`src/rtl/cond_jump_ctrl_pkg.sv`:
```
// Shared types and constants for the conditional-jump sequencer.
package cond_jump_ctrl_pkg;

    typedef enum logic [2:0] {
        ST_IDLE,
        ST_FETCH,
        ST_ISSUE,
        ST_EVAL,
        ST_FAULT
    } state_e;

    typedef enum logic [2:0] {
        CC_NEVER  = 3'd0,
        CC_EQ     = 3'd1,
        CC_LT     = 3'd2,
        CC_LE     = 3'd3,
        CC_ALWAYS = 3'd4,
        CC_NE     = 3'd5,
        CC_GE     = 3'd6,
        CC_GT     = 3'd7
    } cond_e;

    localparam logic [1:0]  COND_PREFIX   = 2'b11;
    localparam int unsigned FETCH_TIMEOUT = 16;
    localparam int unsigned WAIT_W        = $clog2(FETCH_TIMEOUT);
    localparam logic [WAIT_W-1:0] WAIT_LAST = WAIT_W'(FETCH_TIMEOUT - 1);

    function automatic logic is_cond_instr(input logic [7:0] b);
        return b[7:6] == COND_PREFIX;
    endfunction

endpackage

```
`src/rtl/cond_jump_ctrl_if.sv`:
```
// Fetch and issue handshakes between the sequencer, instruction memory and datapath.
interface cond_jump_ctrl_if;

    logic       imem_req;
    logic       imem_ack;
    logic [7:0] imem_data;
    logic       instr_valid;
    logic [7:0] instr;
    logic       instr_ready;

    modport master (
        output imem_req,
        input  imem_ack,
        input  imem_data,
        output instr_valid,
        output instr,
        input  instr_ready
    );

    modport slave (
        input  imem_req,
        output imem_ack,
        output imem_data,
        input  instr_valid,
        input  instr,
        output instr_ready
    );

endinterface

```
`src/rtl/cond_jump_ctrl_conditions.sv`:
```
// Conditions evaluator: tests a signed byte against a 3-bit condition code.
module cond_jump_ctrl_conditions
    import cond_jump_ctrl_pkg::*;
(
    input  logic [7:0] value_i,
    input  logic [2:0] cond_i,
    output logic       true_o
);

    logic zero;
    logic neg;

    assign zero = (value_i == '0);
    assign neg  = value_i[7];

    always_comb begin
        true_o = 1'b0;
        case (cond_e'(cond_i))
            CC_NEVER:  true_o = 1'b0;
            CC_EQ:     true_o = zero;
            CC_LT:     true_o = neg;
            CC_LE:     true_o = neg | zero;
            CC_ALWAYS: true_o = 1'b1;
            CC_NE:     true_o = ~zero;
            CC_GE:     true_o = ~neg;
            CC_GT:     true_o = ~neg & ~zero;
            default:   true_o = 1'b0;
        endcase
    end

endmodule

```
`src/rtl/cond_jump_ctrl.sv`:
```
// Fetch / issue / conditional-jump sequencer with a sticky fetch-timeout fault.
module cond_jump_ctrl
    import cond_jump_ctrl_pkg::*;
(
    input  logic             clk,
    input  logic             rst,
    input  logic             en,
    input  logic [7:0]       r3,
    input  logic [7:0]       r0,
    output logic [7:0]       pc,
    output logic             taken,
    output logic             fault,
    cond_jump_ctrl_if.master bus
);

    state_e            state_q;
    logic [7:0]        pc_q;
    logic [7:0]        instr_q;
    logic              req_q;
    logic              valid_q;
    logic              taken_q;
    logic              fault_q;
    logic [WAIT_W-1:0] wait_q;

    logic              cond_true;
    logic [7:0]        pc_inc;

    assign pc_inc = pc_q + 8'd1;

    cond_jump_ctrl_conditions u_cond (
        .value_i (r3),
        .cond_i  (instr_q[2:0]),
        .true_o  (cond_true)
    );

    // taken is registered, so it is seen in the cycle the jump target appears on pc
    always_ff @(posedge clk or posedge rst) begin
        if (rst) begin
            state_q <= ST_IDLE;
            pc_q    <= '0;
            instr_q <= '0;
            req_q   <= 1'b0;
            valid_q <= 1'b0;
            taken_q <= 1'b0;
            fault_q <= 1'b0;
            wait_q  <= '0;
        end else begin
            taken_q <= 1'b0;
            case (state_q)
                ST_IDLE: begin
                    if (en) begin
                        state_q <= ST_FETCH;
                        req_q   <= 1'b1;
                        wait_q  <= '0;
                    end
                end
                ST_FETCH: begin
                    if (bus.imem_ack) begin
                        instr_q <= bus.imem_data;
                        req_q   <= 1'b0;
                        if (is_cond_instr(bus.imem_data)) begin
                            state_q <= ST_EVAL;
                        end else begin
                            state_q <= ST_ISSUE;
                            valid_q <= 1'b1;
                        end
                    end else if (wait_q == WAIT_LAST) begin
                        state_q <= ST_FAULT;
                        req_q   <= 1'b0;
                        fault_q <= 1'b1;
                    end else begin
                        wait_q <= wait_q + WAIT_W'(1);
                    end
                end
                ST_ISSUE: begin
                    if (bus.instr_ready) begin
                        valid_q <= 1'b0;
                        pc_q    <= pc_inc;
                        state_q <= en ? ST_FETCH : ST_IDLE;
                        req_q   <= en;
                        wait_q  <= '0;
                    end
                end
                ST_EVAL: begin
                    pc_q    <= cond_true ? r0 : pc_inc;
                    taken_q <= cond_true;
                    state_q <= en ? ST_FETCH : ST_IDLE;
                    req_q   <= en;
                    wait_q  <= '0;
                end
                ST_FAULT: begin
                    req_q   <= 1'b0;
                    valid_q <= 1'b0;
                    fault_q <= 1'b1;
                end
                default: begin
                    state_q <= ST_IDLE;
                    req_q   <= 1'b0;
                    valid_q <= 1'b0;
                end
            endcase
        end
    end

    assign pc              = pc_q;
    assign taken           = taken_q;
    assign fault           = fault_q;
    assign bus.imem_req    = req_q;
    assign bus.instr_valid = valid_q;
    assign bus.instr       = instr_q;

endmodule

```
`src/flat_wrapper.sv`:
```
// flat-port wrapper written by rule: the top's interface ports become plain ports
module cond_jump_ctrl_flat import cond_jump_ctrl_pkg::*;
  (clk, rst, en, r3, r0, pc, taken, fault, bus_imem_req, bus_imem_ack, bus_imem_data, bus_instr_valid, bus_instr, bus_instr_ready);
  cond_jump_ctrl_if bus_i ();
  input  logic clk;
  input  logic rst;
  input  logic en;
  input  logic [7:0] r3;
  input  logic [7:0] r0;
  output logic [7:0] pc;
  output logic taken;
  output logic fault;
  output wire logic [$bits(bus_i.imem_req)-1:0] bus_imem_req;
  input wire logic [$bits(bus_i.imem_ack)-1:0] bus_imem_ack;
  input wire logic [$bits(bus_i.imem_data)-1:0] bus_imem_data;
  output wire logic [$bits(bus_i.instr_valid)-1:0] bus_instr_valid;
  output wire logic [$bits(bus_i.instr)-1:0] bus_instr;
  input wire logic [$bits(bus_i.instr_ready)-1:0] bus_instr_ready;
  assign bus_imem_req = bus_i.imem_req;
  assign bus_i.imem_ack = bus_imem_ack;
  assign bus_i.imem_data = bus_imem_data;
  assign bus_instr_valid = bus_i.instr_valid;
  assign bus_instr = bus_i.instr;
  assign bus_i.instr_ready = bus_instr_ready;
  cond_jump_ctrl u_core (.clk(clk), .rst(rst), .en(en), .r3(r3), .r0(r0), .pc(pc), .taken(taken), .fault(fault), .bus(bus_i));
endmodule
```
`config.mk`:
```
export PLATFORM = sky130hd
export DESIGN_NAME = cond_jump_ctrl_flat
export DESIGN_NICKNAME = d
export VERILOG_FILES = /design/src/rtl/cond_jump_ctrl_pkg.sv /design/src/rtl/cond_jump_ctrl_if.sv /design/src/rtl/cond_jump_ctrl_conditions.sv /design/src/rtl/cond_jump_ctrl.sv /design/src/flat_wrapper.sv
export SDC_FILE = /design/constraint.sdc
export NUM_CORES = 1
export LEC_CHECK = 0
export CAP_MARGIN = 40
export CORE_MARGIN = 8
export CORE_UTILIZATION = 45
export DETAILED_ROUTE_END_ITERATION = 6
export PLACE_DENSITY = 0.8
export SYNTH_ARGS = -nofsm -noshare
export SYNTH_HDL_FRONTEND = slang
export SYNTH_SLANG_ARGS = --single-unit
```
`constraint.sdc`:
```
create_clock -name clk -period 2.33 [get_ports clk]
set_input_delay 0.3495 -clock clk [delete_from_list [all_inputs] [get_ports clk]]
set_output_delay 0.3495 -clock clk [all_outputs]
set_load 0.005 [all_outputs]
```
==> Word level (Yosys, flattened, before mapping) <==
Cells that the tools add are included.
{ "totals": {"elab_cells": 80, "out_inout_bits": 20, "inputBits": 29, "regBits": 27} }
{ "classes": {"n_eq_ne": 21, "n_addsub": 2, "n_mux": 29, "n_bitwise": 6, "reduce_logical": 14} }
{ "op_table": {"columns": ["operator", "n"], "rows": [
  ["two-way mux 4 bit", 4],
  ["two-way mux 8 bit", 2],
  ["case mux 4 bit (4 select lines)", 1],
  ["case mux 8 bit (2 select lines)", 1],
  ["equality test 3 bit, second input constant", 5],
  ["case mux 3 bit (5 select lines)", 1],
  ["equality test 3 x 2 -> 1 bit, second input constant", 4],
  ["two-way mux 1 bit", 12],
  ["two-way mux 3 bit", 4],
  ["inequality test 2 bit, second input constant", 6],
  ["adder 8 x 1 -> 8 bit, second input constant", 1],
  ["zero test 8 bit", 1],
  ["case mux 1 bit (8 select lines)", 1],
  ["AND reduction 4 bit", 2],
  ["equality test 3 x 1 -> 1 bit, second input constant", 2],
  ["zero test 3 bit", 2],
  ["AND reduction 3 bit", 2],
  ["AND reduction 5 bit", 1],
  ["adder 4 x 1 -> 4 bit, second input constant", 1],
  ["equality test 4 bit, second input constant", 1],
  ["inverter 1 bit", 4],
  ["case mux 1 bit (4 select lines)", 1],
  ["AND reduction 2 bit", 2],
  ["nonzero test 2 bit", 2],
  ["other kinds (9)", 9]
]} }

==> Logic depth before layout (Yosys ltp) <==
{ "depth": {"depth_word": 6, "mapped_depth": 7, "ltp_nobuf": 6} }

==> Cells and area by module <==
Synthesis repeated with hierarchy kept, for this count alone.
{ "hier_totals": {"cells_unflattened": 138, "area_unflattened_um2": 1440.1} }
{ "modules_own_cells": {"columns": ["module", "cells_per_inst", "instances", "seq_area_each_um2", "area_per_inst_um2"], "rows": [
  ["cond_jump_ctrl", 133, 1, 675.6, 1398.8],
  ["cond_jump_ctrl_conditions", 5, 1, 0.0, 41.3]
]} }

==> Worst setup path before layout <==
OpenSTA, ideal clock, no wires.
{ "synth_path": {"path_type": "reg2reg", "from": "reg u_core.wait_q[0]", "to": "reg u_core.wait_q[3]", "required_time_ns": 2.202, "arrival_ns": 1.564, "stages_incl_launch_ff": 7, "path_buffers": 0, "synth_period_minus_slack_ns": 1.693, "setup_time_ns": 0.128, "setup_slack_ns": 0.637, "path_cell_list": "dfrtp_1 > ha_1 > a31oi_1 > nor2_1 > or3_1 > o21ai_0 > o31ai_1"} }
{ "synth_between": {"elab_chain_len": 4, "elab_cells_between_ends": 7, "cone_classes": "add/sub: 1; eq/ne: 2; mux: 3; reduce/logical: 1"} }
{ "synth_rtl": {"columns": ["element", "line", "source"], "rows": [
  ["start, declared", "cond_jump_ctrl.sv:23", "logic [WAIT_W-1:0] wait_q;"],
  ["start signal, assigned", "cond_jump_ctrl.sv:72", "wait_q <= wait_q + WAIT_W'(1);"],
  ["adder 4 x 1 -> 4 bit", "cond_jump_ctrl.sv:72", null],
  ["two-way mux 4 bit", "cond_jump_ctrl.sv:67", "end else if (wait_q == WAIT_LAST) begin"],
  ["two-way mux 4 bit", "cond_jump_ctrl.sv:58", "if (bus.imem_ack) begin"],
  ["case mux 4 bit (4 select lines)", "cond_jump_ctrl.sv:49", "case (state_q)"]
]} }
Several ways; a longest one is shown, not always the timed one. The select of a mux whose other input is x is not followed.
A chain may end at the register's enable or synchronous reset.

==> Final worst setup path <==
{ "layout_path": {"from": "in r3[2]", "to": "reg u_core.pc_q[6], in the netlist u_core.pc[6]"} }
{ "layout_between": {"elab_chain_len": 6, "elab_cells_between_ends": 7, "cone_classes": "mux: 3; bitwise: 3; reduce/logical: 1"} }
{ "layout_rtl": {"columns": ["element", "line", "source"], "rows": [
  ["start, declared", "flat_wrapper.sv:8", "input logic [7:0] r3;"],
  ["zero test 8 bit (*)", "cond_jump_ctrl_conditions.sv:13", "assign zero = (value_i == '0);"],
  ["inverter 1 bit", "cond_jump_ctrl_conditions.sv:24, cond_jump_ctrl_conditions.sv:26", null],
  ["bitwise AND 1 bit", "cond_jump_ctrl_conditions.sv:26", "CC_GT: true_o = ~neg & ~zero;"],
  ["case mux 1 bit (8 select lines) (*)", "cond_jump_ctrl_conditions.sv:18", "case (cond_e'(cond_i))"],
  ["two-way mux 8 bit (*)", "cond_jump_ctrl.sv:85", "pc_q <= cond_true ? r0 : pc_inc;"],
  ["case mux 8 bit (2 select lines) (*)", "cond_jump_ctrl.sv:49", null],
  ["end signal, assigned", "cond_jump_ctrl.sv:78", "pc_q <= pc_inc;"],
  ["end signal, assigned", "cond_jump_ctrl.sv:85", null],
  ["end, declared", "cond_jump_ctrl.sv:17", "logic [7:0] pc_q;"]
]} }
Mark *: on every way between the ends. The rest lies on a longest branch, timed or not.

==> flow_summary.json <==
{
  "drv_cap": 0,
  "ys_async_sr_fraction_pct": 100,
  "regArea_um2": 676,
  "outcome": "completed",
  "syn_area_um2": 1420,
  "worst_setup_path_start_kind": "input pin",
  "nets": 226,
  "portBuffers": 48,
  "wl_um": 3540,
  "wl_per_cell_um": 14.9,
  "core_um2": 3030,
  "cp.buffers_inverters": 2,
  "cp_data_required_time_ns": 2.59,
  "gp_congestion": 0.817,
  "die_x_um": 72.2,
  "slowest_stage": "clkdlybuf4s50_1",
  "synth_commonest_cells": "dfrtp_1, nand2_1, a21oi_1, nor2_1, o21ai_0",
  "setup_viol": 0,
  "final_area_um2": 1980,
  "vdd_drop_max_uv": 476,
  "worst_pin_slew_ns": 0.414,
  "syn_nets": 175,
  "initialDrtViolationCount": 76,
  "vias": 1279,
  "htree_levels": 1,
  "period_share_pct": 82.4,
  "synth_top_area_cell": "dfrtp_1",
  "drive_above_1_share_pct": 10.8,
  "end_kind": "flop",
  "fill_cells": 256,
  "syn_inst": 144,
  "yosysSeqAreaShare_pct": 47.5,
  "n_antenna_cell": 0,
  "syn_avg_cell_area_um2": 9.87,
  "clkTransAtPathRegs_ns": 0.13,
  "ys_ff_latch": 27,
  "drtPass1Iterations": 4,
  "worstSetupStartpoint": "r3[2]",
  "cts-resized-gates": 0,
  "rsz0062_at_grt": "no",
  "ys.flop_type": "dfrtp_1",
  "numCtsBuffers": 3,
  "max_stage_delay_ns": 0.41,
  "synth_top_cell_area_share_pct": 47.5,
  "num_rows": 20,
  "cp_top_family": "simple AND/OR/NAND/NOR gates",
  "start_util_pct": 46.9,
  "max_slew_margin_pct": 72.4,
  "leakagePower_uw": 0.000817,
  "clock_skew_ns": 0.00427,
  "cp_cell_sequence": "clkdlybuf4s50_1 > nor4_2 > a2111o_1 > and3_4 > inv_4 > nor4_1 > a311o_1",
  "hold_viol": 0,
  "min_path_type": "in -> async",
  "track_usage_pct": 13.5,
  "multi_input_area_um2": 691,
  "clockBufferDepth": 2,
  "clockRootBuffer": "clkbuf_4",
  "finalSetupTns_ns": 0,
  "fin_crit_ns": 1.92,
  "synth-edff-count": 0,
  "clock.fmax_mhz": 521,
  "worstSkewPairLatency_ns": 0.31,
  "drc_errors": 0,
  "synth_cell_type_count": 42,
  "place_ws_ns": 0.117,
  "cts.sinks": 27,
  "grt_start_max_net_pins": 28,
  "path_max_fanout": 11,
  "area_growth_pct": 39.0,
  "ys.warnings.count": 0,
  "fp.dieH_um": 72.2,
  "viasPerCell": 5.37,
  "p_per_area_nw_per_um2": 1000,
  "worstSetupPathType": "in -> reg",
  "post_cts_buffers": 0,
  "r2r-start": "u_core.state_q[2]",
  "worstPathArrival_ns": 2.18,
  "cts_hold_buffers": 0,
  "pin_count": 49,
  "grt_pass1_vias": 1256,
  "hpwlAfterDp_um": 2820,
  "place_area_um2": 1950,
  "maxSlewViolCount": 0,
  "finalPower_uw": 1980,
  "grt_pass1_wl_um": 5780,
  "postRouteAntennaNets": 0,
  "cts_tree": "yes",
  "dieArea_um2": 5210,
  "yosysMostFrequentCell": "dfrtp_1",
  "synth.area.top_cells": "dfrtp_1, mux2_2, nand2_1",
  "grt_overflow_total": 0,
  "worst_slack_ns": 0.410,
  "whs_ns": 0.373,
  "antenna_found_initial": 0
}
[final cells by class]
class / instances / share of cell area, %
Clock buffer: 4 / 1.33
Tap cell: 44 / 2.79
Multi-Input combinational cell: 106 / 35.0
Sequential cell: 27 / 34.2
Timing Repair Buffer: 51 / 25.5
Inverter: 6 / 1.27
[power by group]
group	switching [uW]	internal [uW]
logic	397	562
clock network	127	66.9
registers	186	645
[worst min-delay path: stages]
cell,delay [ns]
clkdlybuf4s50_1,0.39
inv_1,0.05
buf_4,0.31
[cells by family (layout without fill, tap and decap cells)]
logic type                 after synthesis  count (layout)  synth area share (%)
and+or+nand+nor                         60              60                  24.0
AOI/OAI and AO/OA                       35              35                  15.8
DFF                                     27              27                  47.5
buffers and inverters                   11              61                  3.87
muxes                                    9               9                  6.95
adders and majority gates                2               2                  1.76
[path summary, 6_finish.rpt]
path                                  endpoint  slack (ns)  cells past startpoint
setup / recovery                  u_core.pc[6]        0.41                      7
hold / removal             u_core.bus.instr[3]        0.37                      3
setup reg to reg                  u_core.pc[6]        0.44                      6
hold reg to reg                   u_core.fault        0.49                      1
max in group asynchronous         u_core.pc[6]        1.71                      3
min in group clk                  u_core.fault        0.49                      1
[per-stage QoR]
| stage | util [%] | std cells |
|---|---|---|
| 6_report | 65.2 | 238 |
| 5_1_grt | 65.2 | 238 |
| 4_1_cts | 65.2 | 238 |
| 3_5_place_dp | 64.4 | 234 |
| 3_3_place_gp | 64.4 | 234 |
| 2_1_floorplan | - | 144 |
[registers in the layout, indices dropped and copies added, names as in the netlist]
name                    cells
u_core.taken                1
u_core.wait_q               4
u_core.state_q              3
u_core.bus.instr_valid      1
u_core.bus.imem_req         1
u_core.pc                   8
u_core.fault                1
u_core.bus.instr            8
[layout by cell type (no fill, tap or decap), drive strengths merged, types with 3 or more instances in the layout]
master	n
a31oi	4
buf	3
and3	3
nor4	3
clkdlybuf4s50	48
dfrtp	27
mux2	7
clkbuf	4
inv	6
nor2	10
o21ai	9
a21oi	10
nand2	15
nand2b	5
nor2b	3
nand3	6
nor3	3
[metal layers]
layer | up-vias | global-route usage (%) | routed length (um)
met3 | 4 | 3.99 | 245
met4 | 0 | 4.08 | 18
met5 | - | 0 | 0
li1 | 622 | - | -
met2 | 42 | 22.8 | 1650
met1 | 611 | 16.1 | 1620
(Power assumes the default switching activity.)
==> RTL edit 1 (same settings) <==
Re-encode `state_e` (5 states) as one-hot, 5 bits wide.
--- a/src/rtl/cond_jump_ctrl_pkg.sv
+++ b/src/rtl/cond_jump_ctrl_pkg.sv
@@ -3,8 +3,8 @@
 
-    typedef enum logic [2:0] {
-        ST_IDLE,
-        ST_FETCH,
-        ST_ISSUE,
-        ST_EVAL,
-        ST_FAULT
+    typedef enum logic [4:0] {
+        ST_IDLE  = 5'b00001,
+        ST_FETCH = 5'b00010,
+        ST_ISSUE = 5'b00100,
+        ST_EVAL  = 5'b01000,
+        ST_FAULT = 5'b10000
     } state_e;
Check against the original RTL: same outputs for any inputs over 10 cycles, from zero or initial values and one cycle with rst high; not proved beyond that.
==> RTL edit 1 against the original RTL <==
- count of clock-buffer cells in the layout increased by 3
- synthesized cell count grew 1.4%
- sequential share of layout area decreased by 1.1 points
- sequential cell count rose by 2
- non-clock buffer count grew 2
- area after synthesis is 12% higher
- maximum frequency is 9.6% lower
- die area rose by 9.2%
- cell area increased by 11%
- setup slack got worse by 200 ps
- routed wire length up 10%
- critical path type is now register to register
- largest cell class unchanged
Power is not compared: it rests on default switching activity, and its combinational part moved more than twofold at a synthesized area within 25%.
==> RTL edit 1: results (changes against the original RTL) <==
grtUsageTotal_pct: 14.7  # was 13.5%
dpl.cell_count: 237  # was 234
fin_nets: 229  # was 226
cts_made_buffers: 5  # was 3
cts-hold-fix-buffers: 0  # unchanged
synth_area_leaders: "dfrtp_1 44%, mux2_2 7.8%, xnor2_1 2.8%, o21ai_1 2.2%, nand2_1 2.1%"  # was dfrtp_1 48%, mux2_2 5.5%, nand2_1 4.0%, a21oi_1 3.5%, o21ai_0 2.8%
r2r_cells: 4  # was 6
yosysSeqAreaShare_pct: 45.7  # was 47.5%
fin_skew_ps: 11.7  # was 4.27 ps
antenna_cells: 0  # unchanged
drv_slew: 0  # unchanged
layout-drive-gt1-share_pct: 16.1  # was 10.8%
port_buffers: 48  # unchanged
postSynthCellCount: 146  # was 144
vdd.ir_drop.worst_mv: 0.459
clock_path_buffers: 2  # unchanged
outcome: "finished clean"  # unchanged
htreeDepth: 2  # was 1
tightestPinTransition_ps: 469  # was 414 ps
grt_max_degree: 30  # was 28
clk_latency_ps: 330  # was 310 ps
clkTransAtPathRegs_ps: 100  # was 130 ps
yosysWarnings: 0  # unchanged
slowest_delay_ps: 510  # was 410 ps
vias: 1318  # was 1,279
drt_first_pass_iters: 4  # unchanged
whs_ps: 380  # was 373 ps
wl_um: 3890  # was 3540 um
grt_pass1_vias: 1428  # was 1,256
async_flop_share_pct: 100  # unchanged
routabilityCongestion: 0.862  # was 0.817
ys_dominant_reg_cell: "dfrtp_1"  # unchanged
first_iter_violations: 46  # was 76
critPathSlowestCell: "dfrtp_1"  # was clkdlybuf4s50_1
place_area_mm2: 0.00211  # was 0.00195 mm2
antenna_found_initial: 0  # unchanged
post_cts_buffers: 0  # unchanged
r2r_slack_ps: 210  # was 440 ps
cts_resized: 0  # unchanged
syn-num-nets: 177  # was 175
final_cells: 245  # was 238
root_buffer: "clkbuf_4"  # unchanged
dp_hpwl_um: 3070  # was 2820 um
grt_pass1_wl_um: 6380  # was 5780 um
synthTopCellsByCount: "28 x dfrtp_1, 11 x mux2_2, 9 x nand2_1"  # was 27 x dfrtp_1, 15 x nand2_1, 10 x a21oi_1, 10 x nor2_1, 8 x o21ai_0
cp_max_fo: 10  # was 11
p_leak_nw: 0.904
hp-class: "primary input to asynchronous set/reset pin"  # unchanged
r2r-end: "u_core.pc[6]"  # unchanged
dp_slack_ps: 60.8  # was 117 ps
rr_startpoint: "u_core.state_q[2]"  # unchanged
synth_cell_type_count: 49  # was 42
[RTL edit 1: routing by layer]
layer | global-route usage (%) | wire (um) | up-vias
met5 | 0 | 0 | -
met4 | 4.26 | 34 | 0
met3 | 8.29 | 448 | 4
met2 | 24.3 | 1860 | 45
met1 | 15.8 | 1550 | 629
li1 | - | - | 640
[RTL edit 1: area by class of cell]
cell class	count	area, um2
clock buffers	7	55.1
clock inverters	1	30.0
fillers	294	1160
inverters	8	30.0
multi-input cells	101	781
flip-flops and latches	29	727
well taps	46	57.6
repair buffers	53	518
[RTL edit 1: worst max path at each step]
stage	startpoint	end	slack [ps]	depth (start not counted)
floorplan	u_core.state_q[1]	u_core.pc[5]	430	7
global route	u_core.state_q[1]	u_core.wait_q[0]	70	6
finish	u_core.state_q[2]	u_core.pc[6]	210	4
global placement	r3[7]	u_core.pc[6]	130	5
detailed placement	r3[7]	u_core.pc[6]	60	5
CTS	u_core.state_q[2]	u_core.pc[6]	200	4
[RTL edit 1: cell families (layout without fill, tap and decap cells)]
group           Yosys count  count (layout)  synth area share (%)
compound gates           29              29                  14.2
xor+xnor                  6               6                  3.30
fa+ha+maj                 2               2                  1.57
buf+inv                  16              69                  5.19
flops                    29              29                  45.7
mux                      15              15                  11.1
simple gates             49              49                  19.0
[RTL edit 1: report_power, final]
| group | internal [mW] | switching [mW] |
|---|---|---|
| Sequential | 0.510 | 0.00889 |
| Clock | 0.256 | 0.179 |
| Combinational | 0.0631 | 0.0295 |
[RTL edit 1: worst max-delay path: cells and delay by family, from the launching register on]
| family | cells | cell delay, ps |
|---|---|---|
| flops | 1 | 510 |
| mux | 2 | 740 |
| simple gates | 2 | 760 |
==> RTL edit 2 (same flow settings) <==
Without the edit above. `FETCH_TIMEOUT`: 16 -> 8.
--- a/src/rtl/cond_jump_ctrl_pkg.sv
+++ b/src/rtl/cond_jump_ctrl_pkg.sv
@@ -23,3 +23,3 @@
     localparam logic [1:0]  COND_PREFIX   = 2'b11;
-    localparam int unsigned FETCH_TIMEOUT = 16;
+    localparam int unsigned FETCH_TIMEOUT = 8;
     localparam int unsigned WAIT_W        = $clog2(FETCH_TIMEOUT);
Function: changed (a bounded check fails within 10 cycles, from zero or initial values and one cycle with rst high).
==> RTL edit 2 against the original RTL <==
- sequential cell count is 1 lower
- global-route usage rose by 0.51 points
- area after synthesis shrank 4.8%
- clock skew about the same
- routed wire length is 0.31% higher
- maximum frequency is 6.4% lower
- setup slack worse by 130 ps
- largest cell class unchanged
- utilization rose by 0.56 points
- cell area decreased by 1.6%
- non-clock buffer count increased by 2
- critical path type is now register to register
- critical endpoint is now u_core.pc[0]
Power is not compared: it rests on default switching activity, and its combinational part moved more than twofold at a synthesized area within 25%.
==> RTL edit 2: results (changes against the original RTL) <==
dp_hpwl_um: 2720  # was 2820 um
cp-end-kind: "register"  # unchanged
grtUsageTotal_pct: 14.0  # was 13.5%
tightestPinTransition_ps: 449  # was 414 ps
r2r_slack_ps: 280  # was 440 ps
synth_area_leaders: "dfrtp_1 48%, mux2_2 7.5%, mux2i_1 4.4%, a21oi_1 4.1%, nor2_1 3.6%"  # was dfrtp_1 48%, mux2_2 5.5%, nand2_1 4.0%, a21oi_1 3.5%, o21ai_0 2.8%
root_buffer: "clkbuf_4"  # unchanged
drt_first_pass_iters: 6  # was 4
htreeDepth: 1  # unchanged
antenna_cells: 0  # unchanged
hp-class: "primary input to asynchronous set/reset pin"  # unchanged
switching_power_mw: 0.174
fin_skew_ps: 4.47  # was 4.27 ps
crit_type: "register to register"  # was primary input to register
wl_per_cell_um: 16.4  # was 14.9 um
period_share_pct: 88.1  # was 82.4%
antenna_found_initial: 0  # unchanged
yosysSeqAreaShare_pct: 48.1  # was 47.5%
p_leak_nw: 0.885
grt_pass1_wl_um: 5730  # was 5780 um
drv_slew: 0  # unchanged
dp_slack_ps: 132  # was 117 ps
r2r-end: "u_core.pc[0]"  # was u_core.pc[6]
clock_path_buffers: 2  # unchanged
clk_latency_ps: 330  # was 310 ps
syn-num-nets: 162  # was 175
routabilityCongestion: 0.786  # was 0.817
critical_path_arrival_ps: 2280  # was 2180 ps
r2r_cells: 7  # was 6
cp_max_fo: 13  # was 11
vias: 1225  # was 1,279
grt_max_degree: 27  # was 28
first_iter_violations: 88  # was 76
fin_nets: 216  # was 226
layout_commonest_cell: "clkdlybuf4s50_1"  # unchanged
rr_startpoint: "u_core.state_q[0]"  # was u_core.state_q[2]
layout-drive-gt1-share_pct: 15.3  # was 10.8%
fillCellCount: 253  # was 256
synth_cell_type_count: 38  # was 42
outcome: "finished clean"  # unchanged
synthTopCellsByCount: "26 x dfrtp_1, 13 x nor2_1, 11 x a21oi_1"  # was 27 x dfrtp_1, 15 x nand2_1, 10 x a21oi_1, 10 x nor2_1, 8 x o21ai_0
RTL edit 2: changes by cell type after synthesis, sizes merged, moves of 3 or more:
cell,delta
nor2b,-3
nor2,+3
mux2i,+4
nand2b,-3
o21ai,-5
a31oi,-4
nand2,-9
RTL edit 2: layout make-up:
class / instances / area share [%]
Inverter: 6 / 1.29
Clock buffer: 4 / 1.87
Sequential cell: 26 / 33.5
Multi-Input combinational cell: 94 / 33.9
Tap cell: 33 / 2.12
Timing Repair Buffer: 53 / 27.3
RTL edit 2: critical path: stages, from the launching register on:
cell      delay [ps]
dfrtp_1          590
nor4bb_1         450
and4_2           310
nor3_4            50
buf_12           160
inv_4             80
nor3_1            50
a221o_1          260
RTL edit 2: per-stage QoR:
| step | std cells | instance area, um2 |
|---|---|---|
| after floorplan | 130 | 1350 |
| after global routing | 216 | 1940 |
| after CTS | 216 | 1940 |
| after global placement | 212 | 1910 |
| after detailed placement | 212 | 1910 |
| final | 216 | 1940 |
RTL edit 2: how the worst min path moves through the flow:
stage / startpoint / to / slack (ps) / cells after the start
after floorplan: rst / u_core.bus.imem_req / 390 / 1
after detailed placement: u_core.fault / u_core.fault / 460 / 1
after global placement: u_core.fault / u_core.fault / 460 / 1
after global routing: rst / u_core.bus.instr[1] / 390 / 3
after CTS: rst / u_core.state_q[1] / 370 / 3
final: rst / u_core.bus.instr[2] / 350 / 3
RTL edit 2: metal layers:
metal,vias to the layer above,part of all wire (%),GRT usage [%]
met2,44,53,26.0
met1,593,41,15.3
li1,581,-,-
met4,0,1.7,5.54
met3,7,5.1,2.68
met5,-,0,0
RTL edit 2: power by group through the flow:
stage	logic, mW	registers [mW]	clock network, mW
2_1_floorplan	0.0209	0.474	0
3_3_place_gp	0.0910	0.475	0
3_5_place_dp	0.0926	0.475	0
4_1_cts	0.0938	0.467	0.238
5_1_grt	0.101	0.468	0.251
6_report	0.0921	0.467	0.231
RTL edit 2: kinds of logic after synthesis:
logic type               after synthesis  share of synthesized area, %
AND/OR/NAND/NOR                       47                          19.9
multiplexers                          15                          11.9
flip-flops                            26                          48.1
buffers and inverters                 10                          3.15
AO/OA/AOI/OAI                         29                          14.2
adder cells (fa/ha/maj)                3                          2.78
